## src/rtl/interleaver_arb.sv

```systemverilog
// interleaver_arb
//   Round-robin arbiter that lets one of two serial-bit requesters own a
//   complete interleaver frame. The winner streams FRAME_BITS bits into the
//   interleaver. The block then waits for FRAME_NIBBLES output-valid pulses,
//   or gives up after DRAIN_TIMEOUT cycles. One guard cycle follows, and the
//   block then returns to idle.
//
// Ports
//   clk, rst             clock; asynchronous active-high reset
//   s0_valid, s0_bit     requester 0 serial bit and its valid
//   s1_valid, s1_bit     requester 1 serial bit and its valid
//   s0_ready, s1_ready   bit accepted when valid && ready
//   ilv_load_en          interleaver load strobe (one cycle after acceptance)
//   ilv_in_bit           interleaver input bit (holds when not loading)
//   ilv_data_valid       interleaver output-valid pulse (counted in DRAIN only)
//   grant[1:0]           one-hot owner of the current frame
//   busy                 high whenever not idle
//   frame_done           one-cycle pulse after a normal drain
//   drain_err            one-cycle pulse after a drain timeout
//   frame_cnt[15:0]      completed frames (wrapping)
//   err_cnt[7:0]         drain timeouts (saturating)
//
// Build option
//   INTERLEAVER_ARB_STATS_EN: when defined, frame_cnt and err_cnt count.
//   When undefined, both outputs are tied to zero and have no registers.
module interleaver_arb #(
    parameter int FRAME_BITS    = 128,
    parameter int FRAME_NIBBLES = 32,
    parameter int DRAIN_TIMEOUT = 40
) (
    input  logic        clk,
    input  logic        rst,
    input  logic        s0_valid,
    input  logic        s0_bit,
    input  logic        s1_valid,
    input  logic        s1_bit,
    output logic        s0_ready,
    output logic        s1_ready,
    output logic        ilv_load_en,
    output logic        ilv_in_bit,
    input  logic        ilv_data_valid,
    output logic [1:0]  grant,
    output logic        busy,
    output logic        frame_done,
    output logic        drain_err,
    output logic [15:0] frame_cnt,
    output logic [7:0]  err_cnt
);

    typedef enum logic [1:0] {IDLE, LOAD, DRAIN, GUARD} state_t;

    state_t      state;
    state_t      state_nx;
    logic [1:0]  grant_nx;
    logic        done_nx;
    logic        err_nx;
    logic        rr_s1;      // s1 wins a tie when set (s0 was served last)
    logic [6:0]  bit_cnt;
    logic [5:0]  nib_cnt;
    logic [5:0]  cyc_cnt;
    logic        accept;
    logic        acc_bit;
    logic        last_bit;
    logic        nib_hit;
    logic        timeout;

    assign s0_ready = grant[0] && (state == LOAD);
    assign s1_ready = grant[1] && (state == LOAD);
    assign busy     = (state != IDLE);

    assign accept   = (s0_ready && s0_valid) || (s1_ready && s1_valid);
    assign acc_bit  = grant[1] ? s1_bit : s0_bit;
    assign last_bit = (bit_cnt == 7'(FRAME_BITS - 1));
    assign nib_hit  = ilv_data_valid && (nib_cnt == 6'(FRAME_NIBBLES - 1));
    assign timeout  = (cyc_cnt == 6'(DRAIN_TIMEOUT - 1));

    always_comb begin
        state_nx = state;
        grant_nx = grant;
        done_nx  = 1'b0;
        err_nx   = 1'b0;
        case (state)
            IDLE: begin
                if (s0_valid || s1_valid) begin
                    state_nx = LOAD;
                    if (s0_valid && (!s1_valid || !rr_s1)) grant_nx = 2'b01;
                    else                                   grant_nx = 2'b10;
                end
            end
            LOAD: begin
                if (accept && last_bit) state_nx = DRAIN;
            end
            DRAIN: begin
                // A completed count wins over a coincident timeout.
                if (nib_hit) begin
                    done_nx  = 1'b1;
                    state_nx = GUARD;
                end else if (timeout) begin
                    err_nx   = 1'b1;
                    state_nx = GUARD;
                end
            end
            GUARD: begin
                state_nx = IDLE;
                grant_nx = '0;
            end
            default: begin
                state_nx = IDLE;
                grant_nx = '0;
            end
        endcase
    end

    always_ff @(posedge clk or posedge rst) begin
        if (rst) begin
            state       <= IDLE;
            grant       <= '0;
            rr_s1       <= 1'b0;
            bit_cnt     <= '0;
            nib_cnt     <= '0;
            cyc_cnt     <= '0;
            ilv_load_en <= 1'b0;
            ilv_in_bit  <= 1'b0;
            frame_done  <= 1'b0;
            drain_err   <= 1'b0;
        end else begin
            state <= state_nx;
            grant <= grant_nx;
            if (state == IDLE && state_nx == LOAD) rr_s1 <= grant_nx[0];

            if (state == IDLE)  bit_cnt <= '0;
            else if (accept)    bit_cnt <= bit_cnt + 7'd1;

            if (state != DRAIN) begin
                nib_cnt <= '0;
                cyc_cnt <= '0;
            end else begin
                nib_cnt <= nib_cnt + 6'(ilv_data_valid);
                cyc_cnt <= cyc_cnt + 6'd1;
            end

            ilv_load_en <= accept;
            if (accept) ilv_in_bit <= acc_bit;

            frame_done <= done_nx;
            drain_err  <= err_nx;
        end
    end

`ifdef INTERLEAVER_ARB_STATS_EN
    always_ff @(posedge clk or posedge rst) begin
        if (rst) begin
            frame_cnt <= '0;
            err_cnt   <= '0;
        end else begin
            if (done_nx) frame_cnt <= frame_cnt + 16'd1;
            if (err_nx && err_cnt != '1) err_cnt <= err_cnt + 8'd1;
        end
    end
`else
    assign frame_cnt = '0;
    assign err_cnt   = '0;
`endif

endmodule

```

## config.mk

```make
export PLATFORM = sky130hd
export DESIGN_NAME = interleaver_arb
export DESIGN_NICKNAME = d
export VERILOG_FILES = /design/src/rtl/interleaver_arb.sv
export SDC_FILE = /design/constraint.sdc
export NUM_CORES = 1
export LEC_CHECK = 0
export CORE_MARGIN = 1.5
export CORE_UTILIZATION = 40
export CTS_CLUSTER_DIAMETER = 120
export DETAILED_ROUTE_END_ITERATION = 8
export PLACE_DENSITY = 0.68
export RECOVER_POWER = 50
export SETUP_SLACK_MARGIN = 0.5
export SYNTH_ARGS = -nofsm -noshare
export SYNTH_HDL_FRONTEND = slang
export SYNTH_SLANG_ARGS = --single-unit
```

## constraint.sdc

```tcl
create_clock -name clk -period 4.04 [get_ports clk]
set_input_delay 0.808 -clock clk [delete_from_list [all_inputs] [get_ports clk]]
set_output_delay 0.808 -clock clk [all_outputs]
set_load 0.05 [all_outputs]
```

Yosys cells after proc, flatten, opt, wreduce, memory -nomap -nowiden
Index checks and enable logic that the tools add are counted.
- bits in registers: 28
- add/subtract/negate cells: 3
- multiplexer cells: 18
- equality and inequality tests: 9
- reductions and logical operators: 18
- operator list (operator ; number):
    $mux W7 ; 2
    $mux W2 ; 6
    $mux W6 ; 2
    $logic_and A1 B1 Y1 ; 8
    $pmux W2 S4 ; 1
    $add A7 B1 Y7 const B ; 1
    $eq A7 B7 Y1 const B ; 1
    $add A6 B1 Y6 ; 1
    $add A6 B1 Y6 const B ; 1
    $eq A6 B5 Y1 const B ; 1
    $eq A6 B6 Y1 const B ; 1
    $mux W1 ; 6
    $reduce_bool A2 Y1 ; 3
    $eq A2 B1 Y1 const B ; 2
    $eq A2 B2 Y1 const B ; 2
    $ne A2 B2 Y1 const B ; 2
    $pmux W2 S2 ; 1
    $logic_or A1 B1 Y1 ; 3
    $logic_not A1 Y1 ; 2
    $logic_not A2 Y1 ; 1
    $reduce_and A2 Y1 ; 1

Logic depth before layout (Yosys ltp)
- depth after elaboration: 9
- mapped depth: 7
- mapped depth without buffers: 6

Worst setup path after synthesis
Ideal clock, no wire load.
- path kind: register -> output
- start point: register state[0]
- end point: output port busy
- buffers on the path: 2
- cell stages (with the launch flop): 6
- arrival time: 1.387 ns
- slack: 1.845 ns
- required time: 3.232 ns
- cell sequence: dfrtp_1 -> inv_1 -> ha_1 -> clkbuf_1 -> clkbuf_1 -> inv_1
- longest elaborated chain between the ends: 1
- ends and longest elaborated chain (what ; line ; text):
    start: declaration ; 52 ; state_t state;
    start signal: assignment ; 127 ; state <= state_nx;
    $reduce_bool A2 Y1 ; 69 ; assign busy = (state != IDLE);
    end: declaration ; 43 ; output logic busy,
Every way passes these cells.

Worst setup path after layout
- start point: register state[1]
- end point: output port busy
Same word-level chain as after synthesis.

==> run_results.csv <==
group,metric,value,unit
clock_network,clkSinkCount,28,
synthesis,synth-adder-area-share,6.245,%
die,start_util,42.81,%
grt,grt_max_degree,29,
die,fp.coreArea,3744,um^2
final_layout,final_util,46.12,%
grt,overflow,0,
timing,finalWorstPathRequiredPeriod,2.959,ns
worst_setup_path,cpPeakStageDelay,0.71,ns
power_and_ir_drop,p_leak,0.8187,nW
final_layout,fin_nets,192,
placement,dp_cells,220,
placement,portBuffers,15,
placement,dpl.hpwl,1797,um
worst_setup_path,crit_required,3.23,ns
worst_setup_path,crit_start,"state[1]$_DFF_PP0_",
worst_setup_path,ff2ff_setup_slack,2.02,ns
synthesis,synthTopCellsByArea,"dfrtp_1 44%, buf_4 11%, ha_1 6.2%",
worst_setup_path,critPathBufInv,3,
worst_setup_path,ff2ff_path_depth,6,
route,firstDrtPassIters,4,
synthesis,post-synth-top-area-fraction,43.72,%
synthesis,yosysMostFrequentCell,"dfrtp_1",
worst_setup_path,crit_fanout,17,
route,routed_wl,2546,um
power_and_ir_drop,cellPowerDensity,533.9,nW/um^2
timing,max_freq,338.0,MHz
outcome,outcome,"complete, no violations",
synthesis,synthMuxAreaShare,2.576,%
synthesis,yosys.area_share.simple,20.14,%
clock_network,cts_resized,0,
worst_setup_path,crit_family,"buffers and inverters",
clock_network,htreeDepth,1,
die,die-area,4396,um^2
grt,antenna_found_initial,0,
route,wl_per_cell,11.37,um
power_and_ir_drop,peakVddDrop,0.0002052,V
timing,clock_skew,0.003451,ns
synthesis,ys_warn_count,0,
clock_network,root_buffer,"clkbuf_8",
synthesis,synth_compound_area_share,6.635,%
timing,hold_viol_final,0,
route,ant_nets,0,
die,io_pins,40,
synthesis,synthXorXnorAreaFrac,6.557,%
worst_setup_path,critical_path_cell_count,4,
clock_network,cts_buffers,3,
synthesis,synth_edf_count,0,
worst_setup_path,crit_chain,"inv_1 -> ha_1 -> inv_1 -> clkdlybuf4s50_1",
clock_network,postCtsHoldBufs,0,
synthesis,synth.avg_cell_area,9.894,um^2
synthesis,synth_area,1603,um^2
timing,setup_viol,0,
synthesis,async_flop_share,100.0,%
synthesis,synth_commonest_cells,"28 x dfrtp_1, 24 x buf_4, 14 x nor2_1, 11 x and2_1, 9 x nand3_1",
worst_setup_path,end_kind,"output port",
timing,tightest_slew,1.034,ns
worst_setup_path,r2r_end,"state[0]$_DFF_PP0_",
grt,grt_pass1_wl,4388,um
worst_setup_path,endpoint,"busy",
grt,use_met1,15.86,%
synthesis,synth_seq_area_share,43.72,%
clock_network,cts_setup_buffers,0,
timing,fin_crit_sh,73.24,%
die,num_rows,22,
worst_setup_path,slowest_stage,"clkdlybuf4s50_1",
grt,grt_pass1_vias,996,
worst_setup_path,cp-start-kind,"flip-flop",
timing,slew_viol_final,0,
grt,grtUsageMet2,22.75,%
die,die_w,66.30,um
route,vias,1042,
worst_setup_path,regToRegStartpoint,"state[0]$_DFF_PP0_",
synthesis,ys.flop_type,"dfrtp_1",
grt,use_met3,2.044,%
clock_network,clockBufferDepth,2,
grt,top_usage_layer,"met2",
final_layout,n_antenna_cell,0,
die,die_height,66.30,um
final_layout,drive_above_1_share,2.841,%
clock_network,cts_tree,"done",
timing,tns,0,ns
min_path,hold_path.class,"reg2reg",
synthesis,synth_top_family_by_area,"simple AND/OR/NAND/NOR gates",
synthesis,synth_seq_cells,28,
grt,grt_usage,13.14,%
timing,rsz0062_at_grt,"no",
final_layout,layoutNonFillerInstCount,224,
clock_network,clk_latency,0.27,ns
synthesis,ys_types,35,
timing,maxSlewHeadroom,30.99,%
route,drt_iter0_markers,33,
route,route.detailed.drc,0,
route,vias_per_cell,4.652,
synthesis,yosysTopAreaCell,"dfrtp_1",
synthesis,syn_inst,162,
worst_setup_path,crit_top_cell,"inv_1",
worst_setup_path,cp.arrival,2.15,ns
power_and_ir_drop,total_power,0.9219,mW
flow_run,cap_violations,0,
clock_network,clk_pin_slew_worst_paths,0.09,ns
final_layout,syn_to_final_growth,7.729,%
worst_setup_path,critPathKind,"reg2out",
placement,place.gp.congestion,0.8048,
## layout make-up
type	instances	area (um^2)
clock buffers	4	55.05
fillers	356	2017
inverters	7	26.28
multi-input cells	122	734.5
flip-flops and latches	28	700.7
well taps	48	60.06
repair buffers	15	150.1
## sequential cells by signal, indices dropped and copies added, names as in the netlist
register	flops
bit_cnt	7
cyc_cnt	6
nib_cnt	6
grant	2
state	2
drain_err	1
frame_done	1
ilv_in_bit	1
ilv_load_en	1
rr_s1	1
## through the flow
stage               hold slack [ns]  cell area, um^2  worst slack (ns)
global route                 0.4987             1727            0.9558
detailed placement           0.4748             1703             1.394
floorplan                    0.4316             1689             1.845
finish                       0.4843             1727             1.081
CTS                          0.4876             1758             1.090
global placement             0.4477             1703             1.483
## worst min path at each step
stage | cells after the start | from | endpoint | slack, ns
2_1_floorplan | 1 | cyc_cnt[0]$_DFF_PP0_ | cyc_cnt[0]$_DFF_PP0_ | 0.43
3_3_place_gp | 1 | cyc_cnt[0]$_DFF_PP0_ | cyc_cnt[0]$_DFF_PP0_ | 0.45
3_5_place_dp | 1 | cyc_cnt[0]$_DFF_PP0_ | cyc_cnt[0]$_DFF_PP0_ | 0.47
4_1_cts | 1 | cyc_cnt[0]$_DFF_PP0_ | cyc_cnt[0]$_DFF_PP0_ | 0.49
5_1_grt | 1 | cyc_cnt[0]$_DFF_PP0_ | cyc_cnt[0]$_DFF_PP0_ | 0.50
6_report | 1 | cyc_cnt[0]$_DFF_PP0_ | cyc_cnt[0]$_DFF_PP0_ | 0.48
## layer usage
metal | vias to the layer above | wire, um
li1 | 513 | -
met1 | 495 | 1117
met2 | 30 | 1307
met3 | 4 | 75
met4 | 0 | 45
met5 | - | 0
## power breakdown
group          internal (mW)  switching, mW  leakage [nW]
Clock                 0.0872         0.0831        0.0288
Combinational          0.121          0.266         0.409
Sequential             0.324         0.0416         0.381
## cells in the final DEF (no fill, tap or decap), drive strengths merged, types with 5 or more instances in the layout
cell type       n
nor3            5
nand2           8
nand3           9
conb           24
dfrtp          28
ha              8
nor2           14
clkdlybuf4s50  12
and2           11
inv             7
xnor2           8
## cells by family after synthesis
| kind of cell | Yosys count |
|---|---|
| buf+inv | 35 |
| mux | 4 |
| other cells | 1 |
| xor+xnor | 12 |
| compound gates | 14 |
| flops | 28 |
| fa+ha+maj | 8 |
| simple gates | 60 |
Note: power is estimated with default switching activity, not from simulation.
==> RTL edit 1, RTL diff (same flow settings) <==
Re-encode `state_t` (4 states) as one-hot, 4 bits wide.
--- a/src/rtl/interleaver_arb.sv
+++ b/src/rtl/interleaver_arb.sv
@@ -48,5 +48,5 @@
 );
 
-    typedef enum logic [1:0] {IDLE, LOAD, DRAIN, GUARD} state_t;
+    typedef enum logic [3:0] {IDLE = 4'b0001, LOAD = 4'b0010, DRAIN = 4'b0100, GUARD = 4'b1000} state_t;
 
     state_t      state;
Formal check against the unedited RTL: same outputs for any inputs over 10 cycles, from zero or initial values and one cycle with rst high; not proved beyond that.
==> RTL edit 1 against the original RTL <==
Global-route usage up 0.63 points; count of clock-buffer cells in the layout up 1; highest routed layer unchanged; area after synthesis down 3.3%; first-iteration DRC count up 58%; sequential power up 2%; power up 6.0%; wire length down 3.3%; worst setup slack worse by 0.24 ns; sequential share of layout area up 2.3 points; largest power group is now registers; final area up 1.6%; sequential cell count up 2; register-to-register slack better by 0.08 ns.
==> RTL edit 1: results (changes against the original RTL) <==
* Layout cells sized above 1 at 0.0508 (+0.0224)
* GRT met2 Usage at 0.233 (+0.00592)
* Via/cell ratio at 4.64 (-0.35%)
* CP peak stage delay at 0.73 ns (+0.02 ns)
* Post-CTS resize count at 0 (unchanged)
* Pin count of the biggest net entering global routing at 31 (+6.9%)
* Routability cong. at 0.743 (-7.7%)
* Nets at 187 (-2.6%)
* Synth area leaders: dfrtp_1, buf_4, nor2_1
* Commonest cells post-synth: dfrtp_1, buf_4, nor2_1
* Met1 layer usage reported by global route at 0.152 (-0.00618)
* Post-CTS setup buffers at 0 (unchanged)
* Part of the Yosys area used for sequential elements at 0.485 (+0.0479)
* Netlist cell types at 30 (-14%)
* CP max-delay cell: clkdlybuf4s50_1
* All-layer global routing usage at 0.138 (+0.00633)
* Grt ovf at 0 (unchanged)
* H-Tree Depth at 2 (+1)
* Worst EP arrival at 2.39 ns (+0.24 ns)
* Vias in the first global route at 1028 (+3.2%)
* Static Leak at 0.807 nW (-1.4%)
* Hold Crit Class: reg -> reg
* Post-Synth Adder-Cell Area at 0.0323 (-0.0302)
* Main synth FF type: dfrtp_1
* Proportion of synthesized area in mux cells at 0.0194 (-0.00639)
* FFs w/ async S/R, synth at 1.00 (unchanged)
* First-pass GRT wire length at 4390 um (unchanged)
* I/O Buffers at 15 (unchanged)
* CP max FO at 11 (-6)
* Num CTS Buffers at 5 (+2)
* First-pass DRT Iterations at 4 (unchanged)
* XOR/XNOR Fraction of Synth Area at 0.0678 (+0.00222)
* Actual slew at the worst max-slew pin at 1.09 ns (+0.0521 ns)
* Placement Cell Area at 1650 um^2 (-3.0%)
* Initial DRC count at 52 (+58%)
* Worst vdd ir at 0.231 mV (+13%)
* CTS Buffer Depth at 2 (unchanged)
* Initial antenna violation count at 0 (unchanged)
* Clk_lat worst skew at 0.27 ns (about the same)
* Routed WL at 2460 um (-3.3%)
* Post-synthesis compound-gate area fraction at 0.0605 (-0.00582)
* Synth warnings at 0 (unchanged)
* M3 GR Usage at 0.0377 (+0.0172)
* Clock Skew at 0.00449 ns (+0.00103 ns)
* DP HPWL at 1830 um (+2.0%)
* Status: finished, final reports clean
* CTS clk-pin slew, worst paths at 0.06 ns (-0.03 ns)
* Clk root buf: clkbuf_8
* Top flop regs: bit_cnt: 7 flops, cyc_cnt: 6 flops, nib_cnt: 6 flops
* CP top delay family: buffers and inverters
* ANT cells at 0 (unchanged)
* FF-to-FF setup slack at 2.10 ns (+0.08 ns)
RTL edit 1: worst register-to-register path: cells and delay by family, from the launching register on:
family,cells,cell delay (ns)
flip-flops,1,0.41
multiplexers,1,0.13
AND/OR/NAND/NOR,3,1.28
RTL edit 1: path summary, 6_finish.rpt:
kind,start,endpoint,cells past startpoint
max,state[0],busy,4
min,cyc_cnt[0],cyc_cnt[0],1
max reg2reg,state[3],bit_cnt[2],4
min reg2reg,cyc_cnt[0],cyc_cnt[0],1
max in group asynchronous,rst,cyc_cnt[0],2
min in group asynchronous,rst,bit_cnt[4],2
RTL edit 1: where the power goes:
part / switching (W) / internal, W / leakage (nW)
clock: 0.000105 / 0.000181 / 0.0579
sequential: 0.0000350 / 0.000337 / 0.406
combinational: 0.000228 / 0.0000916 / 0.343
RTL edit 1: per-stage QoR:
| stage | worst slack [ns] | hold slack [ns] | std cells | util | power (W) |
|---|---|---|---|---|---|
| global route | 0.617 | 0.506 | 225 | 0.476 | 0.00103 |
| global placement | 1.19 | 0.446 | 217 | 0.448 | 0.000697 |
| CTS | 0.813 | 0.481 | 225 | 0.477 | 0.000999 |
| floorplan | 1.53 | 0.433 | 181 | - | 0.000640 |
| detailed placement | 1.12 | 0.473 | 217 | 0.448 | 0.000708 |
| finish | 0.843 | 0.473 | 225 | 0.476 | 0.000977 |
RTL edit 1: final cells by class:
class	count	area [um^2]
Multi-Input combinational cell	116	653
Sequential cell	30	752
Tap cell	48	60.1
Inverter	7	26.3
Clock buffer	5	68.8
Timing Repair Buffer	16	154
Fill cell	360	1930
Clock inverter	3	40.0
RTL edit 1: per-layer routing:
metal  vias up  part of all wire  wire (um)
li1        514                 -          -
met1       498              0.41       1020
met2        27              0.51       1260
met3         4             0.045        111
met4         0             0.027         67
met5         -                 0          0
==> RTL edit 2, RTL diff (same settings) <==
Without the edit above. The option `INTERLEAVER_ARB_STATS_EN` is turned on by a define.
--- a/src/rtl/interleaver_arb.sv
+++ b/src/rtl/interleaver_arb.sv
@@ -24,4 +24,6 @@
 //   INTERLEAVER_ARB_STATS_EN: when defined, frame_cnt and err_cnt count.
 //   When undefined, both outputs are tied to zero and have no registers.
+`define INTERLEAVER_ARB_STATS_EN
+
 module interleaver_arb #(
     parameter int FRAME_BITS    = 128,
Check against the original RTL: no difference found for any inputs over 10 cycles, from zero or initial values and one cycle with rst high; that may be too few to reach the edited logic, so the function may still have changed.
==> RTL edit 2 against the original RTL <==
The flow now finishes with violations (capacitance limit, slew limit); die area rose by 60%; area after synthesis increased by 63%; worst setup slack got worse by 0.094 ns; sequential share of layout area up 0.40 points; maximum frequency is 3.1% lower; register-to-register slack worse by 0.23 ns; first-iteration DRC count rose to 3.2 times the old value; critical path depth is the same; power up 41%; critical path type unchanged; hold slack lost 0.010 ns; final area rose by 84%; largest cell class is now sequential cells; sequential cell count increased by 24; wire length grew 81%.
==> RTL edit 2: results (changes against the original RTL) <==
* CP max FO at 14 (-3)
* Clk root buf: clkbuf_8
* Vias in the first global route at 1611 (+62%)
* All-layer global routing usage at 0.139 (+0.00776)
* Initial antenna violation count at 0 (unchanged)
* Worst EP arrival at 2.24 ns (+0.09 ns)
* Grt ovf at 0 (unchanged)
* Commonest non-fill, non-tap cell in the layout: dfrtp_1
* First-pass DRT Iterations at 4 (unchanged)
* Layout cells sized above 1 at 0.0889 (+0.0605)
* Actual slew at the worst max-slew pin at 1.95 ns (+0.913 ns)
* Static Leak at 1.39 nW (+70%)
* DP HPWL at 3100 um (+72%)
* Worst vdd ir at 0.315 mV (+53%)
* Number of max-cap violations at 1 (+1)
* Clk_lat worst skew at 0.31 ns (+0.04 ns)
* I/O Buffers at 39 (+24)
* H-Tree Depth at 2 (+1)
* Syn nets at 246
* First-pass GRT wire length at 7860 um (+79%)
* Top flop regs: frame_cnt: 16 flops, err_cnt: 8 flops, bit_cnt: 7 flops
* Synth area leaders: dfrtp_1, xnor2_1, xor2_1
* Failing checks: capacitance limit, slew limit
* Main synth FF type: dfrtp_1
* Vias at 1761 (+69%)
* ANT cells at 0 (unchanged)
* CTS clk-pin slew, worst paths at 0.10 ns
* Synth warnings at 0 (unchanged)
* Routed WL per cell at 13.3 um (+17%)
* Netlist cell types at 41 (+17%)
* Pin count of the biggest net entering global routing at 53 (+83%)
* Commonest cells post-synth: dfrtp_1, nor2_1, xnor2_1
* CTS Buffer Depth at 2 (unchanged)
* Part of the Yosys area used for sequential elements at 0.498 (+0.0604)
* Post-CTS setup buffers at 0 (unchanged)
* Nets at 286 (+49%)
* Clock Skew at 0.0153 ns (+0.0119 ns)
* Status: finished with violations
* Num CTS Buffers at 5 (+2)
* FFs w/ async S/R, synth at 1.00 (unchanged)
* Final Slew Violations at 53 (+53)
* Post-CTS resize count at 0 (unchanged)
* Hold Crit Class: reg -> reg
* Routability cong. at 0.804 (about the same)
* Initial DRC count at 104 (+220%)
## RTL edit 2: cell types whose count changed after synthesis, sizes merged, moves of 8 or more
cell,delta
xnor2,+10
xor2,+13
nand4,+14
buf,-22
nand2,+8
dfrtp,+24
## RTL edit 2: area by class of cell
class                      count  area, um^2
inverter                       5        18.8
clock inverter                 1        30.0
clock buffer                   7        96.3
timing repair buffer          39         390
multi-input combinational    166        1240
sequential                    52        1300
fill                         569        3170
tap                           77        96.3
## RTL edit 2: critical path, cell delays in order (launching register included)
cell and delay (ns):
dfrtp_1 0.47, inv_1 0.09, ha_1 0.35, inv_1 0.20, clkdlybuf4s50_1 0.82
## RTL edit 2: worst paths after layout
kind | start | to | slack (ns) | cells after the start
setup / recovery | state[0] | busy | 0.99 | 4
max in group asynchronous | rst | cyc_cnt[3] | 1.33 | 2
hold reg to reg | cyc_cnt[0] | cyc_cnt[0] | 0.47 | 1
min in group asynchronous | rst | frame_cnt[11] | 1.56 | 2
hold / removal | cyc_cnt[0] | cyc_cnt[0] | 0.47 | 1
setup reg to reg | state[0] | frame_cnt[1] | 1.79 | 5
## RTL edit 2: kinds of logic after synthesis
| group | synth area share |
|---|---|
| xor gates and xnor gates | 0.117 |
| adders and majority gates | 0.0478 |
| muxes | 0.0177 |
| DFF | 0.498 |
| and+or+nand+nor | 0.265 |
| AOI/OAI and AO/OA | 0.0345 |
| buffers and inverters | 0.0206 |
## RTL edit 2: power by group
group | internal (W) | switching (W)
logic | 0.000113 | 0.000209
registers | 0.000553 | 0.0000318
clock network | 0.000219 | 0.000176
total | 0.000884 | 0.000416
## RTL edit 2: metrics by stage
| step | area [um^2] | hold WS (ns) | cells | setup slack, ns |
|---|---|---|---|---|
| final | 3180 | 0.474 | 347 | 0.987 |
| after global routing | 3180 | 0.509 | 347 | 0.867 |
| after CTS | 3190 | 0.474 | 347 | 0.991 |
| after detailed placement | 3070 | 0.460 | 339 | 1.33 |
| after global placement | 3070 | 0.454 | 339 | 1.38 |
| after floorplan | 2620 | 0.432 | 229 | 1.92 |
## RTL edit 2: layer usage
layer	share of wire	routed length, um	GRT usage	vias up
li1	-	-	-	874
met1	0.50	2290	0.196	854
met2	0.45	2070	0.206	28
met3	0.033	153	0.0326	5
met4	0.019	88	0.0581	0
met5	0	0	0	-
